<file path="config.mk">
export PLATFORM = sky130hd
export DESIGN_NAME = dii_ring_router
export DESIGN_NICKNAME = d
export VERILOG_FILES = /design/src/rtl/dii_ring_router.sv
export SDC_FILE = /design/constraint.sdc
export NUM_CORES = 1
export LEC_CHECK = 0
export CELL_PAD_IN_SITES_DETAIL_PLACEMENT = 1
export CELL_PAD_IN_SITES_GLOBAL_PLACEMENT = 1
export CORE_MARGIN = 2
export CORE_UTILIZATION = 50
export CTS_BUF_LIST = sky130_fd_sc_hd__clkbuf_8
export DETAILED_ROUTE_END_ITERATION = 7
export PLACE_DENSITY_LB_ADDON = 0.1
export REMOVE_ABC_BUFFERS = 1
export SLEW_MARGIN = 5
export SYNTH_ARGS = -nofsm -noshare
export SYNTH_HDL_FRONTEND = slang
export SYNTH_SLANG_ARGS = --single-unit
</file>
<file path="constraint.sdc">
create_clock -name clk -period 3.6 [get_ports clk]
set_input_delay 0.54 -clock clk [delete_from_list [all_inputs] [get_ports clk]]
set_output_delay 0.54 -clock clk [all_outputs]
set_load 0.01 [all_outputs]
</file>
<file path="src/rtl/dii_ring_router.sv">
// dii_ring_router: buffered node on the OSD debug ring.
// Every ring channel and the local port feed an input FIFO. A per-channel
// route machine either forwards a packet downstream or delivers it to the local
// module. Local traffic is merged into one ring channel by a packet-atomic
// round-robin arbiter, and local deliveries are merged the same way.

package dii_pkg;
    typedef struct packed {
        logic        valid;
        logic        last;
        logic [15:0] data;
    } dii_flit;
endpackage

module dii_ring_router #(
    parameter logic [9:0] ID        = 10'd0,
    parameter int         CHANNELS  = 2,
    parameter int         BUF_DEPTH = 4,
    parameter int         INJECT_CH = 0
) (
    input  logic                              clk,
    input  logic                              rstn,
    input  dii_pkg::dii_flit [CHANNELS-1:0]   ring_in,
    output logic             [CHANNELS-1:0]   ring_in_ready,
    output dii_pkg::dii_flit [CHANNELS-1:0]   ring_out,
    input  logic             [CHANNELS-1:0]   ring_out_ready,
    input  dii_pkg::dii_flit                  local_in,
    output logic                              local_in_ready,
    output dii_pkg::dii_flit                  local_out,
    input  logic                              local_out_ready
);

    // FIFO index CHANNELS is the local-input FIFO; 0..CHANNELS-1 are ring channels.
    localparam int NF = CHANNELS + 1;
    localparam int LF = CHANNELS;
    localparam int AW = $clog2(BUF_DEPTH);
    localparam int CW = (CHANNELS > 1) ? $clog2(CHANNELS) : 1;

    localparam logic [1:0] ST_IDLE = 2'd0;
    localparam logic [1:0] ST_FWD  = 2'd1;
    localparam logic [1:0] ST_LOC  = 2'd2;

    logic [16:0]                mem [NF][BUF_DEPTH];
    logic [NF-1:0][AW:0]        wr_ptr, rd_ptr;
    logic [NF-1:0]              empty, full, push, pop;
    logic [NF-1:0][16:0]        in_word, head;

    logic [CHANNELS-1:0][1:0]   state, route;
    logic [CHANNELS-1:0]        fwd_req, loc_req;

    logic                       inj_lock, inj_owner, inj_ptr;
    logic                       inj_sel, inj_valid, inj_xfer;
    logic                       ring_req, lf_req;
    logic [16:0]                inj_word;

    logic                       lo_lock, lo_found, lo_valid, lo_xfer;
    logic [CW-1:0]              lo_owner, lo_ptr, lo_rr, lo_sel;
    logic [16:0]                lo_word;

    // FIFO status and head words; the extra pointer bit separates full from empty.
    always_comb begin
        for (int f = 0; f < NF; f++) begin
            empty[f] = (wr_ptr[f] == rd_ptr[f]);
            full[f]  = (wr_ptr[f][AW] != rd_ptr[f][AW]) &&
                       (wr_ptr[f][AW-1:0] == rd_ptr[f][AW-1:0]);
            head[f]  = mem[f][rd_ptr[f][AW-1:0]];
        end
    end

    // Input acceptance: readies come only from FIFO fullness and are held low in reset.
    always_comb begin
        for (int c = 0; c < CHANNELS; c++) begin
            ring_in_ready[c] = rstn && !full[c];
            push[c]          = ring_in[c].valid && ring_in_ready[c];
            in_word[c]       = {ring_in[c].last, ring_in[c].data};
        end
        local_in_ready = rstn && !full[LF];
        push[LF]       = local_in.valid && local_in_ready;
        in_word[LF]    = {local_in.last, local_in.data};
    end

    // Effective route per channel: an idle channel decides from its head flit's destination.
    always_comb begin
        for (int c = 0; c < CHANNELS; c++) begin
            if (state[c] == ST_IDLE) begin
                route[c] = (head[c][9:0] == ID) ? ST_LOC : ST_FWD;
            end else begin
                route[c] = state[c];
            end
            fwd_req[c] = !empty[c] && (route[c] == ST_FWD);
            loc_req[c] = !empty[c] && (route[c] == ST_LOC);
        end
    end

    // Injection channel arbiter: the locked owner keeps the output, otherwise round-robin.
    always_comb begin
        ring_req = fwd_req[INJECT_CH];
        lf_req   = !empty[LF];
        if (inj_lock) begin
            inj_sel = inj_owner;
        end else if (ring_req && lf_req) begin
            inj_sel = inj_ptr;
        end else begin
            inj_sel = lf_req;
        end
        inj_valid = inj_sel ? lf_req : ring_req;
        inj_word  = inj_sel ? head[LF] : head[INJECT_CH];
        inj_xfer  = inj_valid && ring_out_ready[INJECT_CH];
    end

    // Local delivery arbiter: first LOC requester at or after the pointer, wrapping around.
    always_comb begin
        lo_found = 1'b0;
        lo_rr    = lo_ptr;
        for (int c = 0; c < CHANNELS; c++) begin
            if (!lo_found && loc_req[c] && (CW'(c) >= lo_ptr)) begin
                lo_found = 1'b1;
                lo_rr    = CW'(c);
            end
        end
        for (int c = 0; c < CHANNELS; c++) begin
            if (!lo_found && loc_req[c]) begin
                lo_found = 1'b1;
                lo_rr    = CW'(c);
            end
        end
        lo_sel   = lo_lock ? lo_owner : lo_rr;
        lo_valid = 1'b0;
        lo_word  = head[0];
        for (int c = 0; c < CHANNELS; c++) begin
            if (lo_sel == CW'(c)) begin
                lo_valid = loc_req[c];
                lo_word  = head[c];
            end
        end
        lo_xfer = lo_valid && local_out_ready;
    end

    // Output drive and FIFO pops; a pop follows combinationally from the downstream ready.
    always_comb begin
        pop = '0;
        for (int c = 0; c < CHANNELS; c++) begin
            if (c == INJECT_CH) begin
                ring_out[c].valid = inj_valid;
                ring_out[c].last  = inj_word[16];
                ring_out[c].data  = inj_word[15:0];
                if (!inj_sel && inj_xfer) begin
                    pop[c] = 1'b1;
                end
            end else begin
                ring_out[c].valid = fwd_req[c];
                ring_out[c].last  = head[c][16];
                ring_out[c].data  = head[c][15:0];
                if (fwd_req[c] && ring_out_ready[c]) begin
                    pop[c] = 1'b1;
                end
            end
            if (loc_req[c] && lo_xfer && (lo_sel == CW'(c))) begin
                pop[c] = 1'b1;
            end
        end
        pop[LF]         = inj_sel && inj_xfer;
        local_out.valid = lo_valid;
        local_out.last  = lo_word[16];
        local_out.data  = lo_word[15:0];
    end

    // FIFO storage; contents need no reset because the pointers define what is valid.
    always_ff @(posedge clk) begin
        for (int f = 0; f < NF; f++) begin
            if (push[f]) begin
                mem[f][wr_ptr[f][AW-1:0]] <= in_word[f];
            end
        end
    end

    // FIFO pointers; reset empties every FIFO and drops any partial packet.
    always_ff @(posedge clk or negedge rstn) begin
        if (!rstn) begin
            wr_ptr <= '0;
            rd_ptr <= '0;
        end else begin
            for (int f = 0; f < NF; f++) begin
                if (push[f]) wr_ptr[f] <= wr_ptr[f] + 1'b1;
                if (pop[f])  rd_ptr[f] <= rd_ptr[f] + 1'b1;
            end
        end
    end

    // Route state per channel: hold the packet's route until its last flit leaves.
    always_ff @(posedge clk or negedge rstn) begin
        if (!rstn) begin
            state <= '{default: ST_IDLE};
        end else begin
            for (int c = 0; c < CHANNELS; c++) begin
                if (pop[c]) begin
                    state[c] <= head[c][16] ? ST_IDLE : route[c];
                end
            end
        end
    end

    // Injection lock: a presented packet stays granted until its last flit transfers.
    always_ff @(posedge clk or negedge rstn) begin
        if (!rstn) begin
            inj_lock  <= 1'b0;
            inj_owner <= 1'b0;
            inj_ptr   <= 1'b0;
        end else if (inj_valid) begin
            if (inj_xfer && inj_word[16]) begin
                inj_lock <= 1'b0;
                inj_ptr  <= ~inj_sel;
            end else begin
                inj_lock  <= 1'b1;
                inj_owner <= inj_sel;
            end
        end
    end

    // Local delivery lock and pointer, advancing past the channel just served.
    always_ff @(posedge clk or negedge rstn) begin
        if (!rstn) begin
            lo_lock  <= 1'b0;
            lo_owner <= '0;
            lo_ptr   <= '0;
        end else if (lo_valid) begin
            if (lo_xfer && lo_word[16]) begin
                lo_lock <= 1'b0;
                lo_ptr  <= (lo_sel == CW'(CHANNELS - 1)) ? '0 : lo_sel + 1'b1;
            end else begin
                lo_lock  <= 1'b1;
                lo_owner <= lo_sel;
            end
        end
    end

endmodule

</file>
==> After elaboration in Yosys (flattened, before gate mapping) <==
Memories as Yosys holds them, arrays and structs flattened.
Cells that the tools add are included.
{ "word_totals": {"ram_bits": 204, "reg_bits": 28, "mem_count": 1, "in_bits": 59, "out_inout_bits": 57} }
{ "classes": {"muxes": 48, "n_eq_ne": 13, "n_bitwise": 10, "n_reduce_logical": 51, "n_addsub": 7, "order_cmp": 11} }
{ "mem_list": {"columns": ["name", "words", "width", "rd", "rd_clocked_by_memory_dff", "write_ports", "line_no", "text"], "rows": [
  ["mem", 3, 68, 3, 0, 3, "43", "logic [16:0] mem [NF][BUF_DEPTH];"]
]} }
{ "ops": {"columns": ["cell", "n"], "rows": [
  ["$mux W68", 3],
  ["$mux W17", 11],
  ["$bmux W17 S2", 3],
  ["$demux W17 S2", 3],
  ["$logic_and A1 B1 Y1", 33],
  ["$mux W1", 22],
  ["$logic_not A10 Y1", 2],
  ["$add A3 B1 Y3 const B", 6],
  ["$ge A3 B3 Y1 const B", 6],
  ["$not A2 Y3", 6],
  ["$mux W2", 6],
  ["$logic_not A1 Y1", 10],
  ["$eq A3 B3 Y1", 3],
  ["$lt A3 B1 Y1 const B", 3],
  ["$reduce_and A2 Y1", 4],
  ["$eq A2 B2 Y1", 3],
  ["$eq A2 B1 Y1 const B", 2],
  ["$eq A2 B2 Y1 const B", 2],
  ["$logic_not A2 Y1", 2],
  ["$not A1 Y1", 4],
  ["$ne A1 B1 Y1", 3],
  ["$ge A1 B1 Y1 const A", 2],
  ["$add A1 B1 Y1 const B", 1]
]} }

==> Logic depth before layout (Yosys ltp) <==
Gate-level depths: netlist of the first run.
{ "logic_depth": {"word_depth": 27, "ltp_mapped": 11} }

==> Worst setup path after synthesis of the first run <==
Ideal clock, no wire load.
{ "synth_timing": {"path_type": "register -> output", "from": "reg rd_ptr[0] (netlist bit)", "to": "out local_out[0] (netlist bit)", "path_stages_with_launch": 12, "t_arrival_ns": 2.798, "slack_ns": 0.262, "required_time_ns": 3.060, "path_buffers": 3, "cell_sequence": "dfrtp_1 > buf_6 > buf_6 > mux4_2 > nor3_2 > a31o_4 > nand2_4 > o21ai_0 > nand2_1 > nand2_1 > buf_4 > mux2_2"} }
{ "synth_rtl": {"columns": ["item", "line_no", "text"], "rows": [
  ["start, declared", "44", "logic [NF-1:0][AW:0] wr_ptr, rd_ptr;"],
  ["start signal, assigned by index", "185", "if (pop[f]) rd_ptr[f] <= rd_ptr[f] + 1'b1;"],
  ["end, declared", "29", "output dii_pkg::dii_flit local_out,"]
]} }

==> flow_summary.html, run 1 <==
<table>
<tr><th>Metric</th><th>Value</th></tr>
<tr><th colspan="2">Cells and area</th></tr>
<tr><td>Number of filler instances in the final layout</td><td>1594</td></tr>
<tr><td>Layout Area Growth over Synthesis</td><td>33.26%</td></tr>
<tr><td>Inserted Diodes</td><td>0</td></tr>
<tr><td>Final nets</td><td>796</td></tr>
<tr><td>Final non-filler cell area</td><td>12830 um2</td></tr>
<tr><td>Share of final-layout standard cells stronger than drive strength 1</td><td>0.3984</td></tr>
<tr><th colspan="2">Clocking</th></tr>
<tr><td>Clock root cell</td><td>sky130_fd_sc_hd__clkbuf_8</td></tr>
<tr><td>Total clock buffers created by CTS</td><td>40</td></tr>
<tr><td>CTS H-tree lvls</td><td>2</td></tr>
<tr><td>Clock tree from TritonCTS</td><td>built</td></tr>
<tr><td>Total number of clock tree sinks</td><td>232</td></tr>
<tr><td># hold bufs at CTS</td><td>0</td></tr>
<tr><td>Clock Latency Late Sink</td><td>0.57 ns</td></tr>
<tr><td>Max Root-Sink Buffers</td><td>3</td></tr>
<tr><td>Post-CTS clock slew at the launch and capture registers of the worst setup and hold paths</td><td>0.06 ns</td></tr>
<tr><th colspan="2">Setup path</th></tr>
<tr><td>Required time of the critical path</td><td>3.06 ns</td></tr>
<tr><td>Arrival time of data at the critical path endpoint</td><td>3.51 ns</td></tr>
<tr><td>Category of the worst setup path launch point</td><td>flop</td></tr>
<tr><td>Maximum fanout along the worst path</td><td>8</td></tr>
<tr><td>Worst setup path category</td><td>flop to primary output</td></tr>
<tr><td>Critical path's slowest cell</td><td>sky130_fd_sc_hd__mux4_2</td></tr>
<tr><td>Crit. End Element</td><td>primary output</td></tr>
<tr><td>Most prevalent standard cell on the critical path</td><td>sky130_fd_sc_hd__buf_6</td></tr>
<tr><td>Combined buffer and inverter count along the critical path</td><td>5</td></tr>
<tr><td>Critical path cell sequence</td><td>buf_6 &gt; buf_6 &gt; mux4_2 &gt; nor4_4 &gt; a31o_4 &gt; buf_6 &gt; a211oi_4 &gt; nor2_1 &gt; nand2_1 &gt; nand2_4 &gt; buf_12 &gt; mux2_4 &gt; buf_6</td></tr>
<tr><td>Delay contributed by the slowest stage of the critical path</td><td>0.54 ns</td></tr>
<tr><td>Gate family responsible for the most delay along the worst path</td><td>multiplexers</td></tr>
<tr><th colspan="2">Synthesis</th></tr>
<tr><td>Number of warnings issued by yosys</td><td>0</td></tr>
<tr><td>Fraction of the yosys area taken by sequential cells</td><td>0.7090</td></tr>
<tr><td>Post-synth EDFFs</td><td>204</td></tr>
<tr><td>Synth Instances</td><td>489</td></tr>
<tr><td>Most used flip-flop cell after synthesis</td><td>sky130_fd_sc_hd__edfxtp_1</td></tr>
<tr><td>Count of distinct cell types in the synthesized netlist</td><td>52</td></tr>
<tr><td>Post-Syn Area per Cell</td><td>19.69 um2</td></tr>
<tr><td>Yosys reg bits</td><td>232</td></tr>
<tr><td>Synth async-reset ratio</td><td>0.1207</td></tr>
<tr><td>Post-Synthesis Cell Area</td><td>9628 um2</td></tr>
<tr><th colspan="2">Timing</th></tr>
<tr><td>Setup TNS</td><td>-10.54 ns</td></tr>
<tr><td>Pins over their slew limit</td><td>0</td></tr>
<tr><td>Max-slew headroom at the worst pin</td><td>0.4950</td></tr>
<tr><td>RSZ-0062 raised after global routing</td><td>yes</td></tr>
<tr><td>Final period utilization</td><td>1.126</td></tr>
<tr><td>Timing-limited maximum frequency</td><td>246.7 MHz</td></tr>
<tr><td>Slew at the pin with the worst max-slew slack</td><td>0.7480 ns</td></tr>
<tr><td>Final setup slack of the worst path</td><td>-0.4532 ns</td></tr>
<tr><td>Count of final setup violators</td><td>35</td></tr>
<tr><td>Hold_ws</td><td>0.4228 ns</td></tr>
<tr><td>Time the final worst path needs with I/O delays and setup</td><td>4.053 ns</td></tr>
<tr><td>Worst clock skew</td><td>0.04121 ns</td></tr>
<tr><td>Fin. Hold Viols</td><td>0</td></tr>
<tr><th colspan="2">Pwr</th></tr>
<tr><td>Maximum vdd ir drop</td><td>549.2 uV</td></tr>
<tr><td>Ratio of total power to cell area</td><td>903.3 nW/um2</td></tr>
<tr><td>Switching share of power</td><td>0.3442</td></tr>
<tr><td>Share of total power in combinational logic</td><td>0.482</td></tr>
<tr><td>Power spent charging and discharging nets</td><td>3.989 mW</td></tr>
<tr><td>Proportion of power drawn by flip-flops and latches</td><td>0.315</td></tr>
<tr><td>Share of power burned in the clock network</td><td>0.203</td></tr>
<tr><td>Static Leakage</td><td>4.792 nW</td></tr>
<tr><td>Internal power contribution</td><td>7.600 mW</td></tr>
<tr><th colspan="2">Detailed routing</th></tr>
<tr><td>Final routed wire length divided by cell count</td><td>26.23 um</td></tr>
<tr><td>Overall routed net length</td><td>26.57 mm</td></tr>
<tr><td>Residual antenna-violating net count after detailed routing</td><td>0</td></tr>
<tr><td>Residual DRC</td><td>0</td></tr>
<tr><td>Drt via density</td><td>5.603</td></tr>
<tr><td>Number of detailed-routing iterations run before antenna repair</td><td>4</td></tr>
<tr><td>Via Count</td><td>5676</td></tr>
<tr><td>Count of routing violations after the opening detailed-route iteration</td><td>422</td></tr>
<tr><th colspan="2">Die</th></tr>
<tr><td>Height of the die</td><td>142.8 um</td></tr>
<tr><td>Standard cell core area</td><td>18830 um2</td></tr>
<tr><td>Num rows</td><td>50</td></tr>
<tr><td>Die Wd</td><td>142.8 um</td></tr>
<tr><td>Starting Density</td><td>0.5113</td></tr>
<tr><td>I/O Pins</td><td>116</td></tr>
<tr><td>Total Die Area</td><td>20380 um2</td></tr>
<tr><th colspan="2">Global routing</th></tr>
<tr><td>Global-route wire length before repair</td><td>39.16 mm</td></tr>
<tr><td>Total track usage</td><td>0.2673</td></tr>
<tr><td>Via count of the first global-routing pass</td><td>6348</td></tr>
<tr><td>Initial antenna violation count</td><td>0</td></tr>
<tr><td>Pin count of the biggest net entering global routing</td><td>29</td></tr>
<tr><td>Global route total overflow</td><td>0</td></tr>
<tr><th colspan="2">Placement</th></tr>
<tr><td>Total of buffers placed on input and output ports</td><td>115</td></tr>
<tr><td>GPL Wtd Cong</td><td>0.8234</td></tr>
<tr><td>Half-perimeter wire length after detailed placement</td><td>15.82 mm</td></tr>
<tr><td>Post-DP Area</td><td>11490 um2</td></tr>
<tr><td>Pre-CTS setup slack</td><td>-0.1854 ns</td></tr>
<tr><th colspan="2">Flow run</th></tr>
<tr><td>Reported max-cap violation count</td><td>0</td></tr>
<tr><th colspan="2">Min path</th></tr>
<tr><td>Worst Hold Class</td><td>input port to async pin</td></tr>
<tr><th colspan="2">Outcome</th></tr>
<tr><td>Outcome</td><td>complete, but fails checks</td></tr>
<tr><td>Violated checks</td><td>setup timing</td></tr>
</table>
-- power by group through the flow --
stage | Clock [mW] | Sequential, mW | Combinational (mW)
after CTS | 2.38 | 3.64 | 5.28
after global routing | 2.50 | 3.69 | 5.89
after global placement | 0 | 3.63 | 4.50
after floorplan | 0 | 3.79 | 2.18
final | 2.35 | 3.65 | 5.59
after detailed placement | 0 | 3.67 | 4.61
-- cells by family after synthesis --
| group | count (synthesis) | synth area share |
|---|---|---|
| buffers and inverters | 30 | 0.01663 |
| DFF | 232 | 0.7090 |
| adders and majority gates | 15 | 0.01949 |
| AOI/OAI and AO/OA | 37 | 0.03106 |
| muxes | 91 | 0.1667 |
| xor gates and xnor gates | 21 | 0.01910 |
| and+or+nand+nor | 63 | 0.03794 |
-- through the flow --
stage | std cells | power [mW] | util
3_3_place_gp | 906 | 8.137 | 0.6104
4_1_cts | 1003 | 11.30 | 0.6722
2_1_floorplan | 471 | 5.976 | -
3_5_place_dp | 906 | 8.282 | 0.6104
6_report | 1013 | 11.59 | 0.6813
5_1_grt | 1013 | 12.07 | 0.6813
-- cells in the final DEF (no fill, tap or decap), types with 4 or more instances in the layout --
master	synthesis	final
sky130_fd_sc_hd__buf_12	0	5
sky130_fd_sc_hd__nand2_1	14	13
sky130_fd_sc_hd__nor2_1	12	11
sky130_fd_sc_hd__and3_1	12	12
sky130_fd_sc_hd__clkinv_2	0	9
sky130_fd_sc_hd__dfrtp_1	28	27
sky130_fd_sc_hd__mux2_4	0	21
sky130_fd_sc_hd__nand2b_1	4	4
sky130_fd_sc_hd__buf_8	0	4
sky130_fd_sc_hd__buf_6	4	43
sky130_fd_sc_hd__mux4_2	49	50
sky130_fd_sc_hd__clkinv_1	0	6
sky130_fd_sc_hd__inv_1	11	19
sky130_fd_sc_hd__xor2_1	14	14
sky130_fd_sc_hd__ha_1	15	15
sky130_fd_sc_hd__buf_4	3	74
sky130_fd_sc_hd__clkbuf_8	0	46
sky130_fd_sc_hd__xnor2_1	7	7
sky130_fd_sc_hd__edfxtp_1	204	204
sky130_fd_sc_hd__a21oi_1	8	8
sky130_fd_sc_hd__clkdlybuf4s50_1	0	79
sky130_fd_sc_hd__mux2_2	39	18
-- sequential cells by signal, indices dropped and copies added (netlist names), 4 cells and up --
register  count
wr_ptr        9
mem         204
rd_ptr        9
state         4
-- path summary, 6_finish.rpt --
kind                            startpoint      endpoint  slack (ns)  depth (start not counted)
worst max-delay path             rd_ptr[0]  local_out[7]       -0.45                         13
worst min-delay path                  rstn      state[1]        0.42                          2
worst max register to register   rd_ptr[0]     rd_ptr[4]        0.19                         10
worst min register to register   wr_ptr[8]     wr_ptr[8]        0.49                          1
max in group asynchronous             rstn     rd_ptr[1]        2.83                          2
min in group clk                 wr_ptr[8]     wr_ptr[8]        0.49                          1
-- final cells by class --
| type | count | area [um2] | share of cell area |
|---|---|---|---|
| inverter | 12 | 45.04 | 0.003511 |
| timing repair buffer | 209 | 2011 | 0.1567 |
| sequential | 232 | 6828 | 0.5322 |
| clock buffer | 46 | 633.1 | 0.04935 |
| multi-input combinational | 227 | 2838 | 0.2212 |
| clock inverter | 27 | 150.1 | 0.01170 |
| tap | 260 | 325.3 | 0.02536 |
-- cell usage after synthesis, drive strengths merged (4+ instances only) --
cell type  number  area, um2
xnor2           7      61.31
and3           12      75.07
nand2          15      63.81
dfrtp          28      700.7
clkbuf          6      22.52
o21ai           5      25.02
nor2           12      45.04
mux4           51       1156
nor3            5      30.03
inv            12      45.04
buf            12      92.58
nor4            4      55.05
mux2           39      439.2
xor2           14      122.6
a21oi           8      40.04
nand2b          4      25.02
edfxtp        204       6126
ha             15      187.7
-- layer usage --
layer | wire (um) | share of wire | global-route usage
met1 | 10540 | 0.40 | 0.3349
met5 | 0 | 0 | 0
met4 | 574 | 0.022 | 0.1006
met2 | 13990 | 0.53 | 0.4643
met3 | 1464 | 0.055 | 0.05164
-- worst register-to-register path, delay by kind of cell, from the launching register on --
family / cells / cell delay (ns)
and+or+nand+nor: 3 / 0.73
AOI/OAI and AO/OA: 2 / 0.87
DFF: 1 / 0.41
buffers and inverters: 3 / 0.41
muxes: 2 / 0.90
-- timing repair --
| item | in CTS | in global routing |
|---|---|---|
| endpoints found under the setup margin | 36 | 36 |
| buffers inserted | 23 | 16 |
| gates resized for setup | 205 | 39 |
| pin swaps | 10 | 8 |
| gates cloned | 2 | 0 |
Note: power is estimated with default switching activity, not from simulation.
==> inputs of run 2 (changes only) <==
--- a/config.mk
+++ b/config.mk
@@ -7,6 +7,7 @@
 export LEC_CHECK = 0
 export CELL_PAD_IN_SITES_DETAIL_PLACEMENT = 1
 export CELL_PAD_IN_SITES_GLOBAL_PLACEMENT = 1
+export CORE_ASPECT_RATIO = 1.75
 export CORE_MARGIN = 2
 export CORE_UTILIZATION = 50
 export CTS_BUF_LIST = sky130_fd_sc_hd__clkbuf_8
==> run 2 against run 1 <==
  * The flow still finishes with violations (setup timing)
  * Sequential cell count did not move
  * Die area up 0.21%
  * Critical path depth rose by 2
  * Routed wire length fell by 9.5%
  * Clock skew fell by 0.013 ns
  * Sequential share of layout area rose by 0.49 points
  * Power down 4.5%
  * Non-clock buffer count is 3 higher
==> flow_summary.html, run 2 (synthesized netlist as in run 1, its figures left out) <==
<table>
<tr><th>Metric</th><th>Value</th></tr>
<tr><th colspan="2">Outcome</th></tr>
<tr><td>Outcome</td><td>complete, but fails checks</td></tr>
<tr><td>Violated checks</td><td>setup timing</td></tr>
<tr><th colspan="2">Cells and area</th></tr>
<tr><td>Most used cells in the layout excluding fill and tap cells</td><td>204 x sky130_fd_sc_hd__edfxtp_1, 79 x sky130_fd_sc_hd__clkdlybuf4s50_1, 76 x sky130_fd_sc_hd__buf_4, 50 x sky130_fd_sc_hd__mux4_2, 45 x sky130_fd_sc_hd__buf_6</td></tr>
<tr><td>Post-layout utilization of the core</td><td>0.6679 (-0.01343)</td></tr>
<tr><td>Non-filler instance count after layout</td><td>985 (-2.8%)</td></tr>
<tr><td>Final nets</td><td>793 (-0.38%)</td></tr>
<tr><td>Layout Area Growth over Synthesis</td><td>32.01%</td></tr>
<tr><td>Inserted Diodes</td><td>0 (unchanged)</td></tr>
<tr><td>Share of final-layout standard cells stronger than drive strength 1</td><td>0.3817 (-0.01669)</td></tr>
<tr><td>Most common library cell in the layout ignoring fill and taps</td><td>sky130_fd_sc_hd__edfxtp_1</td></tr>
<tr><td>Flip-flop count of the largest register after layout</td><td>204 (unchanged)</td></tr>
<tr><td>Number of filler instances in the final layout</td><td>1600 (+0.38%)</td></tr>
<tr><th colspan="2">Global routing</th></tr>
<tr><td>Global-route wire length before repair</td><td>36.76 mm (-6.1%)</td></tr>
<tr><td>Pin count of the biggest net entering global routing</td><td>29 (unchanged)</td></tr>
<tr><td>Via count of the first global-routing pass</td><td>6293 (-0.87%)</td></tr>
<tr><td>Total track usage</td><td>0.2469 (-0.02035)</td></tr>
<tr><td>Global route total overflow</td><td>0 (unchanged)</td></tr>
<tr><td>Initial antenna violation count</td><td>0 (unchanged)</td></tr>
<tr><th colspan="2">Clocking</th></tr>
<tr><td>Clock root cell</td><td>sky130_fd_sc_hd__clkbuf_8</td></tr>
<tr><td>Total clock buffers created by CTS</td><td>34 (-15%)</td></tr>
<tr><td># hold bufs at CTS</td><td>0 (unchanged)</td></tr>
<tr><td>Max Root-Sink Buffers</td><td>3 (unchanged)</td></tr>
<tr><td>CTS H-tree lvls</td><td>2 (unchanged)</td></tr>
<tr><td>Post-CTS clock slew at the launch and capture registers of the worst setup and hold paths</td><td>0.06 ns (about the same)</td></tr>
<tr><td>Clock tree from TritonCTS</td><td>built</td></tr>
<tr><td>Total number of clock tree sinks</td><td>232 (unchanged)</td></tr>
<tr><td>Clock Latency Late Sink</td><td>0.51 ns (-0.06 ns)</td></tr>
<tr><th colspan="2">Placement</th></tr>
<tr><td>Total of buffers placed on input and output ports</td><td>115 (unchanged)</td></tr>
<tr><td>Half-perimeter wire length after detailed placement</td><td>16.37 mm (+3.5%)</td></tr>
<tr><td>GPL Wtd Cong</td><td>0.8525 (+3.5%)</td></tr>
<tr><td>DP Cell Count</td><td>892 (-1.5%)</td></tr>
<tr><th colspan="2">Flow run</th></tr>
<tr><td>Reported max-cap violation count</td><td>0 (unchanged)</td></tr>
<tr><th colspan="2">Timing</th></tr>
<tr><td>Fin. Hold Viols</td><td>0 (unchanged)</td></tr>
<tr><td>Time the final worst path needs with I/O delays and setup</td><td>4.021 ns (-0.03191 ns)</td></tr>
<tr><td>Slew at the pin with the worst max-slew slack</td><td>0.6228 ns (-0.1252 ns)</td></tr>
<tr><td>Setup TNS</td><td>-10.35 ns (+0.1876 ns)</td></tr>
<tr><td>Final period utilization</td><td>1.117 (-0.008863)</td></tr>
<tr><td>Max-slew headroom at the worst pin</td><td>0.5795 (+0.08455)</td></tr>
<tr><td>Final setup slack of the worst path</td><td>-0.4213 ns (+0.03191 ns)</td></tr>
<tr><td>RSZ-0062 raised after global routing</td><td>yes</td></tr>
<tr><td>Count of final setup violators</td><td>35 (unchanged)</td></tr>
<tr><td>Worst clock skew</td><td>0.02795 ns (-0.01326 ns)</td></tr>
<tr><td>Pins over their slew limit</td><td>0 (unchanged)</td></tr>
<tr><td>Timing-limited maximum frequency</td><td>248.7 MHz (+0.79%)</td></tr>
<tr><th colspan="2">Die</th></tr>
<tr><td>Die Wd</td><td>108.9 um (-24%)</td></tr>
<tr><td>Starting Density</td><td>0.5060 (-0.005345)</td></tr>
<tr><td>Height of the die</td><td>187.6 um (+31%)</td></tr>
<tr><td>Total Die Area</td><td>20430 um2 (+0.21%)</td></tr>
<tr><td>Standard cell core area</td><td>19030 um2 (+1.1%)</td></tr>
<tr><td>Num rows</td><td>67 (+34%)</td></tr>
<tr><td>I/O Pins</td><td>116 (unchanged)</td></tr>
<tr><th colspan="2">Setup path</th></tr>
<tr><td>Maximum fanout along the worst path</td><td>6 (-2)</td></tr>
<tr><td>Worst setup path category</td><td>flop to primary output</td></tr>
<tr><td>Category of the worst setup path launch point</td><td>flop</td></tr>
<tr><td>Most prevalent standard cell on the critical path</td><td>sky130_fd_sc_hd__buf_6</td></tr>
<tr><td>Reg2Reg Setup Slack</td><td>0.19 ns (about the same)</td></tr>
<tr><td>Origin of the worst setup path</td><td>rd_ptr[0]</td></tr>
<tr><td>Worst reg2reg endpoint</td><td>lo_owner</td></tr>
<tr><td>Delay contributed by the slowest stage of the critical path</td><td>0.53 ns (about the same)</td></tr>
<tr><td>Critical path's slowest cell</td><td>sky130_fd_sc_hd__mux4_2</td></tr>
<tr><td>Combined buffer and inverter count along the critical path</td><td>7 (+2)</td></tr>
<tr><td>End point of the critical path</td><td>local_out[15]</td></tr>
<tr><td>Gate family responsible for the most delay along the worst path</td><td>buffers and inverters</td></tr>
<tr><td>Arrival time of data at the critical path endpoint</td><td>3.48 ns (-0.03 ns)</td></tr>
<tr><td>Required time of the critical path</td><td>3.06 ns (about the same)</td></tr>
<tr><td>Path depth of the worst reg2reg path</td><td>16 (+6)</td></tr>
<tr><td>Worst reg2reg path startpoint</td><td>rd_ptr[0]</td></tr>
<tr><td>Crit. End Element</td><td>primary output</td></tr>
<tr><td>WP depth</td><td>15 (+2)</td></tr>
<tr><td>Critical path cell sequence</td><td>buf_6 &gt; buf_6 &gt; mux4_2 &gt; nor4_4 &gt; buf_4 &gt; a31o_4 &gt; buf_6 &gt; a211oi_4 &gt; nor2_1 &gt; nand2_1 &gt; nand2_2 &gt; buf_12 &gt; buf_12 &gt; mux2_4 &gt; buf_6</td></tr>
<tr><th colspan="2">Min path</th></tr>
<tr><td>Min-Delay Path Depth</td><td>1</td></tr>
<tr><td>Worst Hold Class</td><td>flop to flop</td></tr>
<tr><th colspan="2">Pwr</th></tr>
<tr><td>Static Leakage</td><td>4.786 nW (-0.13%)</td></tr>
<tr><td>Internal power contribution</td><td>7.368 mW (-3.1%)</td></tr>
<tr><td>Ratio of total power to cell area</td><td>870.5 nW/um2 (-3.6%)</td></tr>
<tr><td>Share of total power in combinational logic</td><td>0.501 (+0.019)</td></tr>
<tr><td>Proportion of power drawn by flip-flops and latches</td><td>0.328 (+0.013)</td></tr>
<tr><td>Maximum vdd ir drop</td><td>492.1 uV (-10%)</td></tr>
<tr><td>Switching share of power</td><td>0.3340 (-0.01017)</td></tr>
<tr><td>Power spent charging and discharging nets</td><td>3.695 mW (-7.4%)</td></tr>
<tr><td>Tot Pwr</td><td>11.06 mW (-4.5%)</td></tr>
<tr><td>Share of power burned in the clock network</td><td>0.171 (-0.032)</td></tr>
<tr><th colspan="2">Detailed routing</th></tr>
<tr><td>Final routed wire length divided by cell count</td><td>24.40 um (-7.0%)</td></tr>
<tr><td>Drt via density</td><td>5.609 (+0.11%)</td></tr>
<tr><td>Residual antenna-violating net count after detailed routing</td><td>0 (unchanged)</td></tr>
<tr><td>Overall routed net length</td><td>24.04 mm (-9.5%)</td></tr>
<tr><td>Via Count</td><td>5525 (-2.7%)</td></tr>
<tr><td>Residual DRC</td><td>0 (unchanged)</td></tr>
<tr><td>Number of detailed-routing iterations run before antenna repair</td><td>4 (unchanged)</td></tr>
<tr><td>Count of routing violations after the opening detailed-route iteration</td><td>233 (-45%)</td></tr>
</table>
==> run 2: cell type report <==
type,count,area [um2],area share
timing repair buffer,212,2081,0.1637
sequential,232,6827,0.5371
multi-input combinational,227,2849,0.2242
clock buffer,37,509.2,0.04007
inverter,12,45.04,0.003544
tap,241,301.5,0.02373
clock inverter,24,97.59,0.007679
==> run 2: how the worst min path moves through the flow <==
stage | from | endpoint | slack [ns]
finish | wr_ptr[2] | wr_ptr[2] | 0.49
global route | wr_ptr[2] | wr_ptr[2] | 0.50
CTS | wr_ptr[2] | wr_ptr[2] | 0.49
detailed placement | wr_ptr[2] | wr_ptr[2] | 0.48
global placement | wr_ptr[2] | wr_ptr[2] | 0.48
floorplan | rstn | inj_lock | 0.24
==> run 2: power groups by stage <==
stage | Sequential [mW] | Clock (mW) | Combinational [mW]
3_3_place_gp | 3.64 | 0 | 4.52
4_1_cts | 3.63 | 1.94 | 5.50
3_5_place_dp | 3.67 | 0 | 4.64
5_1_grt | 3.67 | 2.04 | 5.89
2_1_floorplan | 3.79 | 0 | 2.18
6_report | 3.63 | 1.89 | 5.54
==> run 2: routing by layer <==
metal	wire, um	track usage
met1	8548	0.2757
met2	13460	0.4544
met3	982	0.03789
met4	1048	0.1050
met5	0	0
==> run 2: per-stage QoR <==
step                setup WS (ns)  hold WS [ns]  instance area (um2)
floorplan                 -0.6064        0.2444                 9513
global placement         -0.02912        0.4775                11510
detailed placement        -0.1967        0.4821                11510
CTS                       -0.3368        0.4919                12650
global route              -0.5991        0.4997                12710
finish                    -0.4213        0.4922                12710
==> run 2: what timing repair did <==
| action | CTS | global route |
|---|---|---|
| resized for setup | 226 | 14 |
| buffers inserted | 27 | 8 |
| cloned | 3 | 0 |
| pin swaps | 9 | 10 |
| setup endpoints to repair | 36 | 37 |
